<file path="src/rtl/injector_stage.sv">
// rtl/injector_stage.sv - MinBD injection stage: local flit FIFO feeding the first empty channel slot
// Channel outputs, inj_done and starve are registered; inj_ready comes from registered occupancy only.
module injector_stage #(
    parameter int FLIT_W     = 11,
    parameter int DEPTH      = 4,
    parameter int STARVE_LIM = 8
) (
    input  logic                       clk,
    input  logic                       rst_n,
    input  logic [FLIT_W-1:0]          northad,
    input  logic [FLIT_W-1:0]          southad,
    input  logic [FLIT_W-1:0]          eastad,
    input  logic [FLIT_W-1:0]          westad,
    input  logic [FLIT_W-1:0]          inj_flit,
    input  logic                       inj_valid,
    output logic                       inj_ready,
    output logic [FLIT_W-1:0]          nout,
    output logic [FLIT_W-1:0]          sout,
    output logic [FLIT_W-1:0]          eout,
    output logic [FLIT_W-1:0]          wout,
    output logic [$clog2(DEPTH+1)-1:0] occ,
    output logic                       inj_done,
    output logic                       starve
);
    localparam int AW = $clog2(DEPTH);
    localparam int OW = $clog2(DEPTH + 1);
    localparam int CW = $clog2(STARVE_LIM + 1);

    logic [FLIT_W-1:0] mem [DEPTH];
    logic [AW-1:0]     wr_ptr;
    logic [AW-1:0]     rd_ptr;
    logic [OW-1:0]     count;
    logic [CW-1:0]     starve_cnt;
    logic [CW-1:0]     starve_cnt_next;

    logic [FLIT_W-1:0] slot_in  [4];
    logic [FLIT_W-1:0] slot_out [4];
    logic [3:0]        slot_empty;
    logic              fifo_nonempty;
    logic              push_en;
    logic              pop_en;
    logic              placed;

    assign slot_in[0] = northad;
    assign slot_in[1] = southad;
    assign slot_in[2] = eastad;
    assign slot_in[3] = westad;

    assign inj_ready     = (count != OW'(DEPTH));
    assign occ           = count;
    assign fifo_nonempty = (count != '0);

    // A gs==00 flit completes the handshake but is never stored: it would look like an empty slot.
    assign push_en = inj_valid && inj_ready && (inj_flit[FLIT_W-1 -: 2] != 2'b00);
    assign pop_en  = fifo_nonempty && (slot_empty != 4'b0000);

    always_comb begin
        for (int i = 0; i < 4; i++) begin
            slot_empty[i] = (slot_in[i][FLIT_W-1 -: 2] == 2'b00);
        end
    end

    // Head goes into the first empty slot in N, S, E, W order; everything else passes through.
    always_comb begin
        placed = 1'b0;
        for (int i = 0; i < 4; i++) begin
            slot_out[i] = slot_in[i];
            if (pop_en && !placed && slot_empty[i]) begin
                slot_out[i] = mem[rd_ptr];
                placed      = 1'b1;
            end
        end
    end

    always_comb begin
        starve_cnt_next = starve_cnt;
        if (pop_en || !fifo_nonempty) begin
            starve_cnt_next = '0;
        end else if (starve_cnt != CW'(STARVE_LIM)) begin
            starve_cnt_next = starve_cnt + CW'(1);
        end
    end

    always_ff @(posedge clk) begin
        if (push_en) begin
            mem[wr_ptr] <= inj_flit;
        end
    end

    always_ff @(posedge clk or negedge rst_n) begin
        if (!rst_n) begin
            wr_ptr     <= '0;
            rd_ptr     <= '0;
            count      <= '0;
            starve_cnt <= '0;
            starve     <= 1'b0;
            inj_done   <= 1'b0;
            nout       <= '0;
            sout       <= '0;
            eout       <= '0;
            wout       <= '0;
        end else begin
            if (push_en) begin
                wr_ptr <= wr_ptr + AW'(1);
            end
            if (pop_en) begin
                rd_ptr <= rd_ptr + AW'(1);
            end
            case ({push_en, pop_en})
                2'b10:   count <= count + OW'(1);
                2'b01:   count <= count - OW'(1);
                default: count <= count;
            endcase
            starve_cnt <= starve_cnt_next;
            starve     <= (starve_cnt_next == CW'(STARVE_LIM));
            inj_done   <= pop_en;
            nout       <= slot_out[0];
            sout       <= slot_out[1];
            eout       <= slot_out[2];
            wout       <= slot_out[3];
        end
    end
endmodule

</file>
<file path="config.mk">
export PLATFORM = sky130hd
export DESIGN_NAME = injector_stage
export DESIGN_NICKNAME = d
export VERILOG_FILES = /design/src/rtl/injector_stage.sv
export SDC_FILE = /design/constraint.sdc
export NUM_CORES = 1
export LEC_CHECK = 0
export CELL_PAD_IN_SITES_DETAIL_PLACEMENT = 1
export CELL_PAD_IN_SITES_GLOBAL_PLACEMENT = 1
export CORE_MARGIN = 10
export CORE_UTILIZATION = 25
export DETAILED_ROUTE_END_ITERATION = 10
export GPL_ROUTABILITY_DRIVEN = 1
export PLACE_DENSITY_LB_ADDON = 0.25
export RECOVER_POWER = 25
export SYNTH_ARGS = -nofsm -noshare
export SYNTH_HDL_FRONTEND = slang
export SYNTH_SLANG_ARGS = --single-unit
</file>
<file path="constraint.sdc">
create_clock -name clk -period 2.4 [get_ports clk]
set_input_delay 0.24 -clock clk [delete_from_list [all_inputs] [get_ports clk]]
set_output_delay 0.24 -clock clk [all_outputs]
set_load 0.005 [all_outputs]
</file>
# Word level (Yosys, flattened, before mapping)
# Memories as Yosys holds them, arrays and structs flattened.
# Cells that the tools add are included.
# word_totals
reg_bits	57
ramBits	44
inputBits	58
output_inout_bits	50
elab_cells	56
memories	1
# mem_list
memory	words	word_bits	rd	rd_clocked_by_memory_dff	write_ports	line	text
mem	4	11	1	0	1	29	logic [FLIT_W-1:0] mem [DEPTH];
# op_classes
addsub	5
n_eq_ne	5
muxes	12
reduce_logical	23
# ops
operator	count
11-bit two-way mux	4
1-bit logical AND	10
2-bit logical NOT	4
4-bit two-way mux	2
3-bit one-hot mux with 2 select lines	1
1-bit two-way mux	5
2-bit by 1-bit adder with 2-bit output, second input constant	2
4-bit by 1-bit adder with 4-bit output, second input constant	1
4-bit == test, second input constant	1
1-bit logical NOT	4
4-bit != test, second input constant	1
2-bit nonzero test	2
4-bit nonzero test	1
3-bit by 1-bit adder with 3-bit output, second input constant	1
3-bit != test, second input constant	1
3-bit nonzero test	1
3-bit by 1-bit subtractor with 3-bit output, second input constant	1
2-bit by 1-bit == test with 1-bit output, second input constant	1
2-bit == test, second input constant	1
1-bit logical OR	1

# Longest topological paths before layout
# logic_depth
word_depth	17
ltp_mapped	9
mapped_depth_nobuf	9

# Worst setup path after synthesis
# Ideal clock, no wire load.
# synth_path
path_kind	register -> register
start	register count[1], in the netlist occ[1]
end	register count[2], in the netlist occ[2]
setup_ns	0.131
t_arrival_ns	1.798
required_time_ns	2.269
slack_ns	0.471
path_stages_with_launch	10
path_buffers	0
synth_period_minus_slack_ns	1.929
path_cell_list	dfrtp_1 > or3_1 > o21ai_0 > inv_1 > ha_1 > inv_1 > fa_1 > xor2_1 > nor2_1 > xor2_1
# synth_via
elab_cells_between_ends	11
classes_between	add/sub (2); eq/ne (3); mux (1); reduce/logical (5)
# synth_lines
item	line	text
from (decl)	32	logic [OW-1:0] count;
from (signal assigned)	110	2'b10: count <= count + OW'(1);
from (signal assigned)	111	2'b01: count <= count - OW'(1);
from (signal assigned)	112	default: count <= count;
3-bit nonzero test (*)	51	assign fifo_nonempty = (count != '0);
1-bit logical AND (*)	55	assign pop_en = fifo_nonempty && (slot_empty != 4'b0000);
named net pop_en	41	logic pop_en;
2-bit by 1-bit == test with 1-bit output / 2-bit == test (equally long branches)	109	case ({push_en, pop_en})
3-bit one-hot mux with 2 select lines / 2-bit nonzero test (equally long branches)	n/a	
# The timed path passes the listed nets; every way through them passes the cells marked *.
# A chain may end at the register's enable or synchronous reset.

# Final worst setup path
# layout_path
start	register count[1], in the netlist occ[1]
end	register count[1], in the netlist occ[1]
# The elaborated chain is that of the path after synthesis.

==> run summary <==
Tcrit/Tclk final: 0.867
FP Rows: 46
Starting Density: 0.253
IO buf count: 107
Critical Path Source Type: flop
Critical Path Sink Type: flop
Synth Area in Adders: 0.0269
Total GRT Usage: 0.105
Slew Viols, Final: 0
Cell Pwr Density: 958 nW/um2
largest net degree at the start of global routing: 58
first-pass GRT wire length: 17000 um
synth warn: 0
Clock Latency Late Sink: 350 ps
critical path peak fanout: 7
CTS Buffer Depth: 2
Leakage: 2.19 nW
Vias: 2422
slowest cell delay on critical path: 480 ps
reg2reg setup slack: 320 ps
grt total ovfl: 0
Setup crit start: occ[1]$_DFFE_PN0P_
register area share after synthesis: 0.687
largest family of logic cells by synthesized area: multiplexers
Bufs and invs on worst path: 2
Crit Path Category: flop to flop
vias in the first global route: 2691
final setup fails: 0
initial antenna violation count: 1
Worst-path clk slew: 70 ps
measured slew at the worst slew-check pin: 1480 ps
TritonRoute pass-1 iters: 4
Iter 0 DRT Violations: 109
Hold WC Path Type: input pin to async pin
Setup TNS Final: 0 ps
die area: 21400 um2
post-synthesis mux area share: 0.166
post-CTS setup buffer count: 0
status: complete, no violations
commonest non-fill, non-tap cells in the layout: 95 x clkdlybuf4s50_1, 57 x dfrtp_1, 44 x edfxtp_1
I/O pins: 108
simple-gate share of the synthesized area: 0.0473
WP depth: 7
worst-path cell chain: or3_1 > o21ai_0 > inv_1 > ha_1 > inv_1 > fa_1 > o21ai_0
CTS tree: done
Util after Layout: 0.365
core area: 15800 um2
unrepaired setup endpoints after global routing: false
worst path required time: 2670 ps
most common cell after layout, fill and taps aside: clkdlybuf4s50_1
Final Wtd Congestion: 0.698
die width: 146 um
Final Skew: 6.99 ps
WP data arrival: 2350 ps
Syn Inst Count: 232
DR vias/cell: 4.14
final HPWL from detailed placement: 8210 um
Avg Cell Area, Syn: 17.2 um2
Total Routed Length: 11000 um
CP max-delay cell: dfrtp_1
Fmax: 0.481 GHz
register bit count reported by yosys: 101
layout cells sized above 1: 0.236
post-route ant nets: 0
Max IR drop VDD: 0.375 mV
WL per Instance: 18.8 um
family with the most delay on the worst path: adder cells
Hold Fails Final Rpt: 0
PostCTS Resize Cnt: 0
chip height: 146 um
Post-Syn Area: 4000 um2
Synth cell types: 30
total clock sinks: 101
Post-Synth XOR/XNOR Area: 0.0175
worst reg2reg startpoint: occ[1]$_DFFE_PN0P_
syn nets: 298
Area Overhead vs Synth: 43.9%
drt drc: 0
# H-tree levels: 3
crit path to: occ[1]$_DFFE_PN0P_
Compound-Gate Fraction of Synth Area: 0.0388
clock root buffer: clkbuf_16
Final nets: 429
Max-Cap Viols: 0
fin crit period: 2080 ps
worst r2r path cells: 7
RR Endpoint: occ[1]$_DFFE_PN0P_
Worst slew margin: 0.0120
cts hold-fix bufs: 0
TritonCTS Buffers: 9
[synthesized netlist by cell type (all sizes together)]
library cell   n  area, um2
ha             7       87.6
o211ai         1       7.51
a21o           8       60.1
nand2          3       11.3
mux4          11        248
buf            5       26.3
nor4           1       21.3
fa             1       20.0
nor4b          1       15.0
nor3           4       20.0
a2111oi        1       15.0
o21a           1       7.51
xnor2          5       43.8
nand2b         2       12.5
dfrtp         57       1430
and2           4       25.0
o22ai          2       12.5
o21ai          3       15.0
inv           10       37.5
a21oi          2       10.0
nand3b         2       15.0
nand3          3       15.0
or3            2       12.5
xor2           3       26.3
edfxtp        44       1320
nor2          11       41.3
o32ai          1       27.5
mux2          37        417
[worst reg2reg max path: cells and delay by family, from the launching register on]
kind                     cells  cell delay (ps)
adder cells (fa/ha/maj)      2              640
AO/OA/AOI/OAI                2              290
AND/OR/NAND/NOR              1              420
buffers and inverters        2              180
flip-flops                   1              480
[report_power, final]
group	leakage (nW)	internal, W	switching, W
Clock	0.148	0.000825	0.000673
Sequential	1.07	0.00214	0.000182
Combinational	0.968	0.000918	0.000773
[sequential cells by signal, indices dropped and copies added, names as in the netlist]
name,flops
occ,3
nout,11
eout,11
mem,44
inj_done,1
sout,11
wr_ptr,2
rd_ptr,2
wout,11
starve_cnt,4
starve,1
[area by class of cell]
cell class / count / area, um2
Timing Repair Buffer: 125 / 1200
Multi-Input combinational cell: 116 / 1190
Clock inverter: 7 / 81.3
Tap cell: 216 / 270
Antenna cell: 1 / 2.50
Sequential cell: 101 / 2750
Fill cell: 1653 / 10000
Inverter: 10 / 37.5
Clock buffer: 9 / 225
[stage by stage]
step	instances	cell area, um2	worst slack [ps]	power (W)	hold WS, ps
after floorplan	232	4000	471	0.00318	-55.6
after global placement	568	5450	155	0.00408	458
after detailed placement	568	5450	138	0.00412	465
after CTS	584	5750	308	0.00564	80.9
after global routing	584	5750	144	0.00585	449
final	585	5750	319	0.00551	294
[per-layer routing]
layer  wire length [um]  track usage  up-vias  share of wire
met2               5680        0.178       54           0.52
met3                490       0.0272       14          0.044
li1                   -            -     1115              -
met5                  0            0        -              0
met4                221       0.0511        0          0.020
met1               4630        0.122     1239           0.42
[kinds of logic (layout without fill, tap and decap cells)]
logic type                 count (synthesis)  in the layout
and+or+nand+nor                           33             33
adders and majority gates                  8              8
muxes                                     48             48
other                                      0              1
xor gates and xnor gates                   8              8
buffers and inverters                     15            151
DFF                                      101            101
AOI/OAI and AO/OA                         19             19
[how the worst min path moves through the flow]
stage / start / to / slack (ps) / cells past startpoint
6_report: rst_n / nout[0]$_DFF_PN0_ / 290 / 2
5_1_grt: rst_n / nout[7]$_DFF_PN0_ / 450 / 2
4_1_cts: rst_n / nout[4]$_DFF_PN0_ / 80 / 2
3_5_place_dp: rst_n / nout[4]$_DFF_PN0_ / 460 / 2
3_3_place_gp: rst_n / nout[4]$_DFF_PN0_ / 460 / 2
2_1_floorplan: rst_n / eout[0]$_DFF_PN0_ / -60 / 0
(Power assumes the default switching activity.)
